===== config.mk =====
export PLATFORM = sky130hd
export DESIGN_NAME = bc_spi_slave
export DESIGN_NICKNAME = d
export VERILOG_FILES = /design/src/rtl/bc_spi_slave.sv
export SDC_FILE = /design/constraint.sdc
export NUM_CORES = 1
export LEC_CHECK = 0
export CAP_MARGIN = 30
export CELL_PAD_IN_SITES_DETAIL_PLACEMENT = 1
export CELL_PAD_IN_SITES_GLOBAL_PLACEMENT = 1
export CORE_UTILIZATION = 46
export DETAILED_ROUTE_END_ITERATION = 10
export PLACE_DENSITY_LB_ADDON = 0.1
export REMOVE_ABC_BUFFERS = 1
export SYNTH_ARGS = -nofsm -noshare
export SYNTH_HDL_FRONTEND = slang
export SYNTH_SLANG_ARGS = --single-unit

===== constraint.sdc =====
create_clock -name clk -period 5.9 [get_ports clk]
set_input_delay 1.475 -clock clk [delete_from_list [all_inputs] [get_ports clk]]
set_output_delay 1.475 -clock clk [all_outputs]
set_load 0.05 [all_outputs]

===== src/rtl/bc_spi_slave.sv =====
// SPI-slave (mode 0, MSB first) breadcrumb endpoint, oversampled in the clk domain.
// Optional BC_SPI_ERR_CNT_EN adds a saturating err_count output.
module bc_spi_slave #(
  parameter int          SYNC_STAGES = 2,
  parameter logic [15:0] IDLE_WORD   = 16'h0000
) (
  input  logic        clk,
  input  logic        rst,
  input  logic        sck,
  input  logic        cs_n,
  input  logic        mosi,
  output logic        miso,
  input  logic [15:0] tx_data,
  input  logic        tx_valid,
  output logic        tx_rdy,
  output logic [15:0] rx_data,
  output logic        rx_valid,
  input  logic        rx_rdy,
  output logic        overrun
`ifdef BC_SPI_ERR_CNT_EN
  ,
  output logic [7:0]  err_count
`endif
);

  typedef enum logic [1:0] {S_IDLE, S_LOAD, S_SHIFT, S_DONE} state_t;

  state_t state, state_nxt;

  logic [SYNC_STAGES-1:0] sck_sr, cs_sr, mosi_sr;
  logic        sck_s, cs_s, mosi_s, sck_prev;
  logic        sck_rise, sck_fall;
  logic [15:0] sout, sin;
  logic [3:0]  cnt;

  assign sck_s    = sck_sr[SYNC_STAGES-1];
  assign cs_s     = cs_sr[SYNC_STAGES-1];
  assign mosi_s   = mosi_sr[SYNC_STAGES-1];
  assign sck_rise = sck_s & ~sck_prev;
  assign sck_fall = ~sck_s & sck_prev;

  always_ff @(posedge clk or posedge rst) begin
    if (rst) begin
      sck_sr   <= '0;
      cs_sr    <= '1;
      mosi_sr  <= '0;
      sck_prev <= 1'b0;
    end else begin
      sck_sr   <= {sck_sr[SYNC_STAGES-2:0], sck};
      cs_sr    <= {cs_sr[SYNC_STAGES-2:0], cs_n};
      mosi_sr  <= {mosi_sr[SYNC_STAGES-2:0], mosi};
      sck_prev <= sck_s;
    end
  end

  always_ff @(posedge clk or posedge rst) begin
    if (rst) state <= S_IDLE;
    else     state <= state_nxt;
  end

  // The 16th rise jumps straight to DONE, so it wins over a simultaneous deselect.
  always_comb begin
    state_nxt = state;
    tx_rdy    = 1'b0;
    case (state)
      S_IDLE:  if (!cs_s) state_nxt = S_LOAD;
      S_LOAD: begin
        if (cs_s) begin
          state_nxt = S_IDLE;
        end else begin
          state_nxt = S_SHIFT;
          tx_rdy    = tx_valid;
        end
      end
      S_SHIFT: begin
        if (sck_rise && cnt == 4'd15) state_nxt = S_DONE;
        else if (cs_s)                state_nxt = S_IDLE;
      end
      S_DONE:  state_nxt = cs_s ? S_IDLE : S_LOAD;
      default: state_nxt = S_IDLE;
    endcase
  end

  // Falls with cnt==0 are the trailing edge of the previous word and must not shift.
  always_ff @(posedge clk or posedge rst) begin
    if (rst) begin
      sout     <= '0;
      sin      <= '0;
      cnt      <= '0;
      rx_data  <= '0;
      rx_valid <= 1'b0;
      overrun  <= 1'b0;
    end else begin
      if (rx_valid && rx_rdy) rx_valid <= 1'b0;
      case (state)
        S_IDLE: cnt <= '0;
        S_LOAD: begin
          if (!cs_s) begin
            sout <= tx_valid ? tx_data : IDLE_WORD;
            cnt  <= '0;
          end
        end
        S_SHIFT: begin
          if (sck_rise) begin
            sin <= {sin[14:0], mosi_s};
            cnt <= cnt + 4'd1;
          end else if (sck_fall && cnt != 4'd0) begin
            sout <= {sout[14:0], 1'b0};
          end
        end
        S_DONE: begin
          if (!rx_valid) begin
            rx_data  <= sin;
            rx_valid <= 1'b1;
          end else begin
            overrun  <= 1'b1;
          end
        end
        default: ;
      endcase
    end
  end

  assign miso = (state == S_SHIFT || state == S_DONE) ? sout[15] : 1'b0;

`ifdef BC_SPI_ERR_CNT_EN
  logic err_evt;

  // Dropped word, aborted word, or a word started on IDLE_WORD.
  assign err_evt = (state == S_DONE && rx_valid) ||
                   ((state == S_LOAD || state == S_SHIFT) && state_nxt == S_IDLE) ||
                   (state == S_LOAD && !cs_s && !tx_valid);

  always_ff @(posedge clk or posedge rst) begin
    if (rst)                              err_count <= '0;
    else if (err_evt && err_count != 8'hFF) err_count <= err_count + 8'd1;
  end
`endif

endmodule


==> results of run 1 <==
## Yosys cell counts
master | number | share of area (%)
a21oi_1 | 1 | 0.18
o22ai_1 | 1 | 0.23
a21bo_2 | 1 | 0.36
nor4bb_1 | 1 | 0.36
nor3b_2 | 1 | 0.45
nand4_1 | 1 | 0.23
dfstp_2 | 2 | 1.9
nand3b_1 | 15 | 4.1
buf_2 | 5 | 0.91
a41oi_4 | 1 | 1.0
a22o_1 | 1 | 0.32
mux2_4 | 9 | 4.9
or3_1 | 1 | 0.23
and2_1 | 2 | 0.45
a31o_2 | 1 | 0.32
nand3_1 | 3 | 0.54
buf_12 | 1 | 0.72
a2bb2oi_1 | 1 | 0.32
nor2_1 | 1 | 0.14
nor3b_1 | 1 | 0.27
a21o_1 | 1 | 0.27
ha_1 | 2 | 0.91
clkbuf_1 | 7 | 0.95
mux2_2 | 39 | 16
or3b_4 | 1 | 0.41
dfrtp_1 | 61 | 55
and3b_1 | 1 | 0.32
mux2i_1 | 2 | 0.72
nor3_1 | 2 | 0.36
inv_1 | 5 | 0.68
nor2b_1 | 2 | 0.45
nand2b_1 | 3 | 0.68
o21ai_0 | 17 | 3.1
nand2_1 | 16 | 2.2
## layer usage
layer,track usage [%],share of wire [%]
met2,29.32,47
met5,0,0
met1,26.84,47
met3,4.686,3.3
met4,10.91,2.1
## final timing paths
kind                                 from    endpoint  slack, ns  cells past startpoint
worst min-delay path            sck_sr[0]   sck_sr[1]       0.35                      0
worst max register to register   state[0]  rx_data[7]       3.63                      2
min in group asynchronous             rst  rx_data[5]       1.69                      3
max in group asynchronous             rst    sck_prev       3.70                      3
worst max-delay path             tx_valid      tx_rdy       1.10                      3
worst min register to register  sck_sr[0]   sck_sr[1]       0.35                      0
## critical path: cells and delay by family
| family | cells | cell delay (ns) |
|---|---|---|
| buffers and inverters | 2 | 1.64 |
| AND/OR/NAND/NOR | 1 | 0.22 |
## logic make-up (layout without fill, tap and decap cells)
logic type	Yosys count	in the layout	share of synthesized area, %
flops	63	63	57.13
simple gates	51	51	11.14
mux	50	50	21.50
compound gates	25	25	6.066
buf+inv	18	66	3.260
fa+ha+maj	2	2	0.9052
## final cells by class
cell class / instances / area (µm²) / area share (%)
Sequential cell: 63 / 1579 / 46.28
Multi-Input combinational cell: 128 / 1110 / 32.53
Timing Repair Buffer: 46 / 450.4 / 13.20
Clock buffer: 11 / 141.4 / 4.144
Tap cell: 72 / 90.09 / 2.640
Clock inverter: 4 / 22.52 / 0.6601
Inverter: 5 / 18.77 / 0.5501
## metrics by stage
step | worst slack (ns) | power [µW]
2_1_floorplan | 2.543 | 798.4
3_3_place_gp | 1.117 | 899.4
3_5_place_dp | 1.059 | 910.3
4_1_cts | 1.050 | 1233
5_1_grt | 0.9918 | 1285
6_report | 1.098 | 1217
## registers in the layout, summed over array words and instances (netlist names)
name and count:
cs_sr 2, sin 16, sck_sr 2, sout 16, overrun 1, mosi_sr 2, sck_prev 1, state 2
rx_valid 1, rx_data 16, cnt 4
## cell usage in the layout, fill, tap and decap left out, types with 2 or more instances in the layout
| master | count |
|---|---|
| nand3b_1 | 15 |
| buf_4 | 4 |
| inv_1 | 4 |
| clkbuf_8 | 10 |
| nand3_1 | 3 |
| ha_1 | 2 |
| mux2_2 | 39 |
| dfrtp_1 | 61 |
| nor3_1 | 2 |
| o21ai_0 | 17 |
| nand2b_1 | 3 |
| dfstp_2 | 2 |
| mux2i_1 | 2 |
| nor2b_1 | 2 |
| nand2_1 | 16 |
| clkdlybuf4s50_1 | 42 |
| mux2_4 | 9 |
| clkinv_2 | 3 |
| and2_1 | 2 |
## power groups by stage
stage	Clock [µW]	Combinational [µW]	Sequential, µW
floorplan	0	172	626
global placement	0	319	581
detailed placement	0	326	584
CTS	328	329	576
global route	348	350	588
finish	316	324	576
==> metrics.csv, run 1 <==
stage,metric,value,unit
clocking,cts repair resizes,0,
status,status,finished clean,
global_route,vias in the first global route,1844,
power_and_ir_drop,Max VDD drop,0.2173,mV
die,total core area,5642,µm²
power_and_ir_drop,Seq pwr share,47.4,%
routing,detailed-route DRC error count,0,
cells_and_area,P&R area growth vs syn,23.45,%
placed_design,post-DP HPWL,3430,µm
worst_setup_path,crit path launch type,input pin,
cells_and_area,Finished Layout Cells,329,
cells_and_area,Diodes inserted,0,
timing,final setup violation count,0,
clocking,Root Driver,clkbuf_8,
min_path,Hold/Removal Path Class,reg2reg,
die,I/O pin total,43,
power_and_ir_drop,pwr dens,356.6,nW/µm²
synthesis,sequential area share after synthesis,57.13,%
die,Initial Util,48.99,%
timing,Pins Over Slew Limit,0,
clocking,TritonCTS clock tree,built,
synthesis,Cells after Synth,209,
clocking,clock latency on the worst-skew pair,0.33,ns
clocking,Setup Buffers After CTS,0,
synthesis,Cell variety after synth,34,
placed_design,GPL Wtd Cong,0.7700,
synthesis,register bit count reported by yosys,63,
power_and_ir_drop,P_sw,376.0,µW
routing,DR iter-0 viols,82,
cells_and_area,fillcell total,558,
synthesis,syn_area_per_cell,13.22,µm²
die,Die W,79.52,µm
routing,via total after detailed routing,1739,
routing,Routed Antenna Nets,0,
timing,clock period minus worst slack,4.802,ns
global_route,GRT overflow,0,
power_and_ir_drop,Clk network pwr share,26.0,%
cells_and_area,nets,278,
worst_setup_path,crit-path max cell delay,0.84,ns
global_route,first-pass GRT wire length,9266,µm
die,placement row count,27,
worst_setup_path,CP max FO,17,
timing,Final Hold Fails,0,
clocking,cts hold-fix bufs,0,
cells_and_area,Layout Utilization,60.48,%
flow_run,max cap viols,0,
global_route,initial antenna violation count,0,
placed_design,area post-placement,3248,µm²
placed_design,DP Cell Count,314,
clocking,CTS Sinks,63,
timing,fin crit share,81.39,%
routing,Vias/cell,5.286,
worst_setup_path,worst-path cell chain,clkdlybuf4s50_1 -> and2_1 -> clkdlybuf4s50_1,
timing,Setup TNS Final,0,ns
placed_design,IO Port Bufs,42,
worst_setup_path,Crit Path Category,in2out,
timing,Worst Clk Skew,0.005066,ns
worst_setup_path,critical path's most frequent cell,clkdlybuf4s50_1,
timing,RSZ-0062 raised after global routing,no,
clocking,CTS Buf Count,9,
power_and_ir_drop,LEAKAGE,0.001586,µW
routing,wire per inst,16.28,µm
timing,Worst-Margin Slew,0.8871,ns
timing,Max-slew headroom,40.70,%
synthesis,synthesis warning total,0,
worst_setup_path,slowest CP cell,clkdlybuf4s50_1,
cells_and_area,share of cells above drive strength 1,29.18,%
die,Die Ht,79.52,µm
global_route,largest net degree at the start of global routing,64,
routing,Routed Wire Length,5355,µm
clocking,clock transition at the registers of the reported paths,0.06,ns
die,total die area,6323,µm²
clocking,H-tree depth,3,
worst_setup_path,critical path capture point type,output port,
power_and_ir_drop,P_int,840.6,µW
routing,drt pass-1 iters,4,
power_and_ir_drop,Sw Share,30.90,%
power_and_ir_drop,Combinational Power Share,26.7,%
cells_and_area,"Design Area, Final",3412,µm²
worst_setup_path,worst path arrival time,3.33,ns
global_route,Overall Global Routing Usage,19.85,%
synthesis,"Cell Area, Synth",2764,µm²
timing,Fmax achieved,208.2,MHz
clocking,clk buf depth,2,
worst_setup_path,CP required,4.43,ns
timing,worst hold slack,0.3488,ns
Power figures use the tool's default switching activity.
==> run 2: changes to the inputs <==
--- a/config.mk
+++ b/config.mk
@@ -8,7 +8,7 @@
 export CAP_MARGIN = 30
 export CELL_PAD_IN_SITES_DETAIL_PLACEMENT = 1
 export CELL_PAD_IN_SITES_GLOBAL_PLACEMENT = 1
-export CORE_UTILIZATION = 46
+export CORE_UTILIZATION = 39
 export DETAILED_ROUTE_END_ITERATION = 10
 export PLACE_DENSITY_LB_ADDON = 0.1
 export REMOVE_ABC_BUFFERS = 1
==> constraint.sdc (replaced) <==
create_clock -name clk -period 4.1 [get_ports clk]
set_input_delay 1.025 -clock clk [delete_from_list [all_inputs] [get_ports clk]]
set_output_delay 1.025 -clock clk [all_outputs]
set_load 0.05 [all_outputs]
==> run 2 against run 1 <==
Cell count increased by 8.2%; worst setup slack got worse by 0.041 ns; highest routed layer unchanged; register-to-register slack got worse by 1.9 ns; largest power group unchanged; largest cell class unchanged; sequential share of layout area decreased by 1.0 points; first-iteration DRC count decreased by 51%; critical endpoint unchanged; count of clock-buffer cells in the layout decreased by 1; non-clock buffer count increased by 2; design area increased by 2.2%; sequential power increased by 45%; utilization decreased by 9.4 points.
==> metrics.csv, run 2 (synthesis gave the netlist of run 1 again) <==
stage,metric,value,unit
worst_setup_path,worst setup path end,tx_rdy,
min_path,Hold/Removal Path Class,reg2reg,
timing,RSZ-0062 raised after global routing,no,
die,placement row count,30,
routing,Routed Antenna Nets,0,
placed_design,GPL Wtd Cong,0.7404,
worst_setup_path,critical path startpoint,state[0],
clocking,clock latency on the worst-skew pair,0.34,ns
worst_setup_path,capturing point of the worst reg2reg path,sout[14],
worst_setup_path,CP required,3.07,ns
worst_setup_path,reg-to-reg critical path startpoint,state[0],
clocking,Setup Buffers After CTS,0,
routing,Routed Wire Length,5298,µm
global_route,first-pass GRT wire length,9101,µm
cells_and_area,Finished Layout Cells,356,
timing,Final Hold Fails,0,
clocking,Root Driver,clkbuf_8,
timing,final setup violation count,0,
timing,clock period minus worst slack,3.043,ns
die,total die area,7428,µm²
routing,drt pass-1 iters,4,
cells_and_area,nets,280,
clocking,CTS Buf Count,9,
placed_design,IO Port Bufs,42,
worst_setup_path,Reg2Reg Depth,4,
status,status,finished clean,
clocking,clock transition at the registers of the reported paths,0.08,ns
routing,via total after detailed routing,1713,
clocking,TritonCTS clock tree,built,
clocking,H-tree depth,3,
placed_design,post-DP HPWL,3408,µm
timing,Worst-Margin Slew,0.8780,ns
routing,DR iter-0 viols,40,
worst_setup_path,critical path capture point type,output port,
placed_design,DP Cell Count,340,
timing,Worst Clk Skew,0.008375,ns
timing,Setup TNS Final,0,ns
die,I/O pin total,43,
power_and_ir_drop,LEAKAGE,0.001602,µW
worst_setup_path,Crit Path Category,reg2out,
die,Initial Util,40.46,%
timing,Max-slew headroom,41.30,%
clocking,CTS Sinks,63,
min_path,hold path depth,0,
cells_and_area,"commonest non-fill, non-tap cell in the layout",dfrtp_1,
cells_and_area,P&R area growth vs syn,26.21,%
global_route,Overall Global Routing Usage,16.30,%
clocking,cts repair resizes,0,
die,Die W,86.19,µm
timing,fin crit share,74.23,%
timing,Pins Over Slew Limit,0,
power_and_ir_drop,Max VDD drop,0.2192,mV
routing,wire per inst,14.88,µm
global_route,vias in the first global route,1891,
worst_setup_path,Reg2Reg Setup Slack,1.74,ns
flow_run,max cap viols,0,
clocking,clk buf depth,2,
worst_setup_path,crit path launch type,flip-flop,
cells_and_area,most frequent cells in the layout,"dfrtp_1, clkdlybuf4s50_1, mux2_2, o21ai_0, nand2_1",
cells_and_area,fillcell total,742,
global_route,initial antenna violation count,0,
routing,detailed-route DRC error count,0,
worst_setup_path,CP max FO,25,
cells_and_area,share of cells above drive strength 1,30.38,%
timing,Fmax achieved,328.6,MHz
cells_and_area,Diodes inserted,0,
clocking,cts hold-fix bufs,0,
die,Die Ht,86.19,µm
die,total core area,6832,µm²
routing,Vias/cell,4.812,
global_route,GRT overflow,0,
worst_setup_path,worst path arrival time,2.02,ns
global_route,largest net degree at the start of global routing,31,
cells_and_area,Top Registers,"rx_data (16), sin (16), sout (16)",
power_and_ir_drop,pwr dens,523.2,nW/µm²
[run 2: cell types whose count changed in the layout (fill, tap and decap cells not counted)]
cell | previous run | this run
clkbuf_8 | 10 | 9
clkinv_2 | 3 | 0
clkinv_4 | 0 | 1
clkinvlp_4 | 1 | 3
inv_6 | 0 | 1
bufinv_16 | 0 | 1
clkdlybuf4s50_1 | 42 | 41
buf_4 | 4 | 7
[run 2: layout make-up]
cell class | instances | area, µm² | area share [%]
Clock inverter | 6 | 70.07 | 2.009
Multi-Input combinational cell | 128 | 1110 | 31.81
Inverter | 5 | 18.77 | 0.5380
Clock buffer | 10 | 127.6 | 3.659
Timing Repair Buffer | 48 | 462.9 | 13.27
Tap cell | 96 | 120.1 | 3.443
Sequential cell | 63 | 1579 | 45.27
[run 2: worst min path at each step]
stage | slack [ns] | from | endpoint
6_report | 0.35 | mosi_sr[0] | mosi_sr[1]
5_1_grt | 0.36 | mosi_sr[0] | mosi_sr[1]
4_1_cts | 0.35 | mosi_sr[0] | mosi_sr[1]
3_5_place_dp | 0.34 | mosi_sr[0] | mosi_sr[1]
3_3_place_gp | 0.33 | sck_sr[0] | sck_sr[1]
2_1_floorplan | 0.33 | mosi_sr[0] | mosi_sr[1]
[run 2: through the flow]
stage / total power (µW) / util (%) / hold WS (ns) / cell area (µm²) / setup WS (ns)
global route: 1926 / 51.06 / 0.3599 / 3488 / 0.9425
CTS: 1855 / 51.06 / 0.3534 / 3488 / 1.042
detailed placement: 1309 / 48.17 / 0.3356 / 3291 / 1.051
finish: 1825 / 51.06 / 0.3496 / 3488 / 1.057
floorplan: 1149 / - / 0.3312 / 2693 / 1.036
global placement: 1298 / 48.17 / 0.3316 / 3291 / 1.059
[run 2: worst max-delay path, stage by stage (launching register included)]
cell and delay (ns):
dfrtp_1 0.81, nor3b_2 0.50, and2_1 0.18, buf_4 0.19
[run 2: where the power goes]
part / switching [µW] / leakage (µW) / internal [µW]
sequential: 88.4 / 0.000836 / 744
combinational: 222 / 0.000676 / 237
clock: 249 / 0.0000891 / 284
[run 2: routing by layer]
metal	global-route usage, %	wire length (µm)	part of all wire, %	vias to the layer above
li1	-	-	-	823
met1	21.85	2639	50	849
met2	24.60	2358	45	33
met3	3.619	183	3.5	8
met4	9.091	116	2.2	0
met5	0	0	0	-
==> run 3: changes to the inputs <==
--- a/config.mk
+++ b/config.mk
@@ -8,7 +8,7 @@
 export CAP_MARGIN = 30
 export CELL_PAD_IN_SITES_DETAIL_PLACEMENT = 1
 export CELL_PAD_IN_SITES_GLOBAL_PLACEMENT = 1
-export CORE_UTILIZATION = 39
+export CORE_UTILIZATION = 43
 export DETAILED_ROUTE_END_ITERATION = 10
 export PLACE_DENSITY_LB_ADDON = 0.1
 export REMOVE_ABC_BUFFERS = 1
==> constraint.sdc (replaced) <==
create_clock -name clk -period 3.2 [get_ports clk]
set_input_delay 0.8 -clock clk [delete_from_list [all_inputs] [get_ports clk]]
set_output_delay 0.8 -clock clk [all_outputs]
set_load 0.05 [all_outputs]
==> run 3 against run 2 <==
Via count grew 2.9%; utilization grew 6.1 points; cell count shrank 5.6%; power grew 25%; clock power grew 17%; clock skew shrank 0.0016 ns; sequential power grew 26%; critical path depth shrank 1; die area shrank 9.1%; global-route usage grew 2.1 points.
==> metrics.csv, run 3 (synthesis gave the netlist of run 1 again) <==
stage,metric,value,unit
cells_and_area,nets,281,
cells_and_area,"commonest non-fill, non-tap cell in the layout",dfrtp_1,
routing,detailed-route DRC error count,0,
worst_setup_path,Reg2Reg Depth,5,
timing,Setup TNS Final,0,ns
routing,Vias/cell,5.244,
die,Die W,82.17,µm
routing,drt pass-1 iters,2,
cells_and_area,Diodes inserted,0,
global_route,largest net degree at the start of global routing,26,
cells_and_area,Multi-input gate area,1110,µm²
global_route,first-pass GRT wire length,9073,µm
routing,Routed Antenna Nets,0,
global_route,initial antenna violation count,0,
power_and_ir_drop,Tot Pwr,2286,µW
cells_and_area,fillcell total,608,
worst_setup_path,critical path startpoint,state[1],
die,I/O pin total,43,
power_and_ir_drop,Max VDD drop,0.5465,mV
die,placement row count,28,
power_and_ir_drop,pwr dens,659.2,nW/µm²
die,Initial Util,45.60,%
placed_design,post-DP HPWL,3499,µm
timing,clock period minus worst slack,2.633,ns
worst_setup_path,critical path capture point type,output port,
routing,wire per inst,15.84,µm
clocking,clk buf depth,2,
clocking,Root Driver,clkbuf_8,
worst_setup_path,worst setup path end,miso,
cells_and_area,Register Area,1579,µm²
routing,Routed Wire Length,5322,µm
timing,Pins Over Slew Limit,0,
timing,Worst Clk Skew,0.006733,ns
clocking,Setup Buffers After CTS,0,
timing,Fmax achieved,379.8,MHz
routing,via total after detailed routing,1762,
die,total die area,6752,µm²
worst_setup_path,Crit Path Category,reg2out,
timing,Worst-Margin Slew,0.8570,ns
die,total core area,6061,µm²
cells_and_area,share of cells above drive strength 1,31.03,%
worst_setup_path,crit path launch type,flip-flop,
routing,DR iter-0 viols,60,
worst_setup_path,CP max FO,9,
clocking,CTS Sinks,63,
clocking,clock latency on the worst-skew pair,0.34,ns
cells_and_area,most frequent cells in the layout,"dfrtp_1, clkdlybuf4s50_1, mux2_2, o21ai_0, nand2_1",
die,Die Ht,82.17,µm
placed_design,area post-placement,3284,µm²
clocking,cts hold-fix bufs,0,
timing,worst hold slack,0.3488,ns
timing,final setup violation count,0,
clocking,TritonCTS clock tree,built,
cells_and_area,"Design Area, Final",3467,µm²
worst_setup_path,worst path arrival time,1.83,ns
clocking,H-tree depth,3,
global_route,GRT overflow,0,
timing,Max-slew headroom,42.70,%
worst_setup_path,CP required,2.40,ns
clocking,CTS Buf Count,9,
placed_design,IO Port Bufs,42,
power_and_ir_drop,LEAKAGE,0.001605,µW
timing,Final Hold Fails,0,
timing,RSZ-0062 raised after global routing,no,
worst_setup_path,reg-to-reg critical path startpoint,cnt[0],
clocking,clock transition at the registers of the reported paths,0.07,ns
worst_setup_path,capturing point of the worst reg2reg path,sout[3],
min_path,Hold/Removal Path Class,reg2reg,
clocking,cts repair resizes,0,
status,status,finished clean,
global_route,vias in the first global route,1853,
placed_design,GPL Wtd Cong,0.6967,
worst_setup_path,Reg2Reg Setup Slack,0.98,ns
timing,fin crit share,82.27,%
flow_run,max cap viols,0,
cells_and_area,Top Registers,"rx_data (16), sin (16), sout (16)",
cells_and_area,Layout Utilization,57.20,%
global_route,Overall Global Routing Usage,18.42,%
cells_and_area,P&R area growth vs syn,25.44,%
run 3: changes by cell type in the layout (fill, tap and decap cells not counted):
cell	previous run	this run
bufinv_16	1	0
clkbuf_1	1	0
buf_12	0	1
clkbuf_8	9	10
clkinv_2	0	1
run 3: where the power goes:
part	switching, µW	total, µW	internal (µW)
clock network	317	621	304
logic	307	616	309
registers	95.0	1050	954
run 3: area by class of cell:
cell class | count | share of cell area [%]
Clock inverter | 6 | 1.299
Inverter | 5 | 0.5413
Sequential cell | 63 | 45.54
Multi-Input combinational cell | 128 | 32.01
Tap cell | 75 | 2.707
Timing Repair Buffer | 49 | 13.93
Clock buffer | 10 | 3.970
run 3: stage by stage:
stage | worst slack (ns) | std cells
after CTS | 0.5357 | 336
final | 0.5673 | 336
after global routing | 0.4752 | 336
after detailed placement | 0.7641 | 320
after global placement | 0.7728 | 320
after floorplan | 0.1357 | 196
run 3: worst min-delay path by stage:
stage,startpoint,to,slack (ns),cells past startpoint
2_1_floorplan,mosi_sr[0],mosi_sr[1],0.33,0
3_3_place_gp,sck_sr[0],sck_sr[1],0.33,0
3_5_place_dp,sck_sr[0],sck_sr[1],0.34,0
4_1_cts,sck_sr[0],sck_sr[1],0.35,0
5_1_grt,cs_sr[0],cs_sr[1],0.37,0
6_report,sck_sr[0],sck_sr[1],0.35,0
run 3: layer usage:
layer	part of all wire [%]	wire, µm	vias up	GRT usage [%]
met3	4.1	216	10	4.066
li1	-	-	829	-
met4	1.7	89	0	9.474
met5	0	0	-	0
met1	48	2538	888	24.24
met2	47	2477	35	28.60
run 3: worst max-delay path: stages (launching register included):
cell	delay [ns]
dfrtp_1	0.53
and2_1	0.18
clkdlybuf4s50_1	0.79
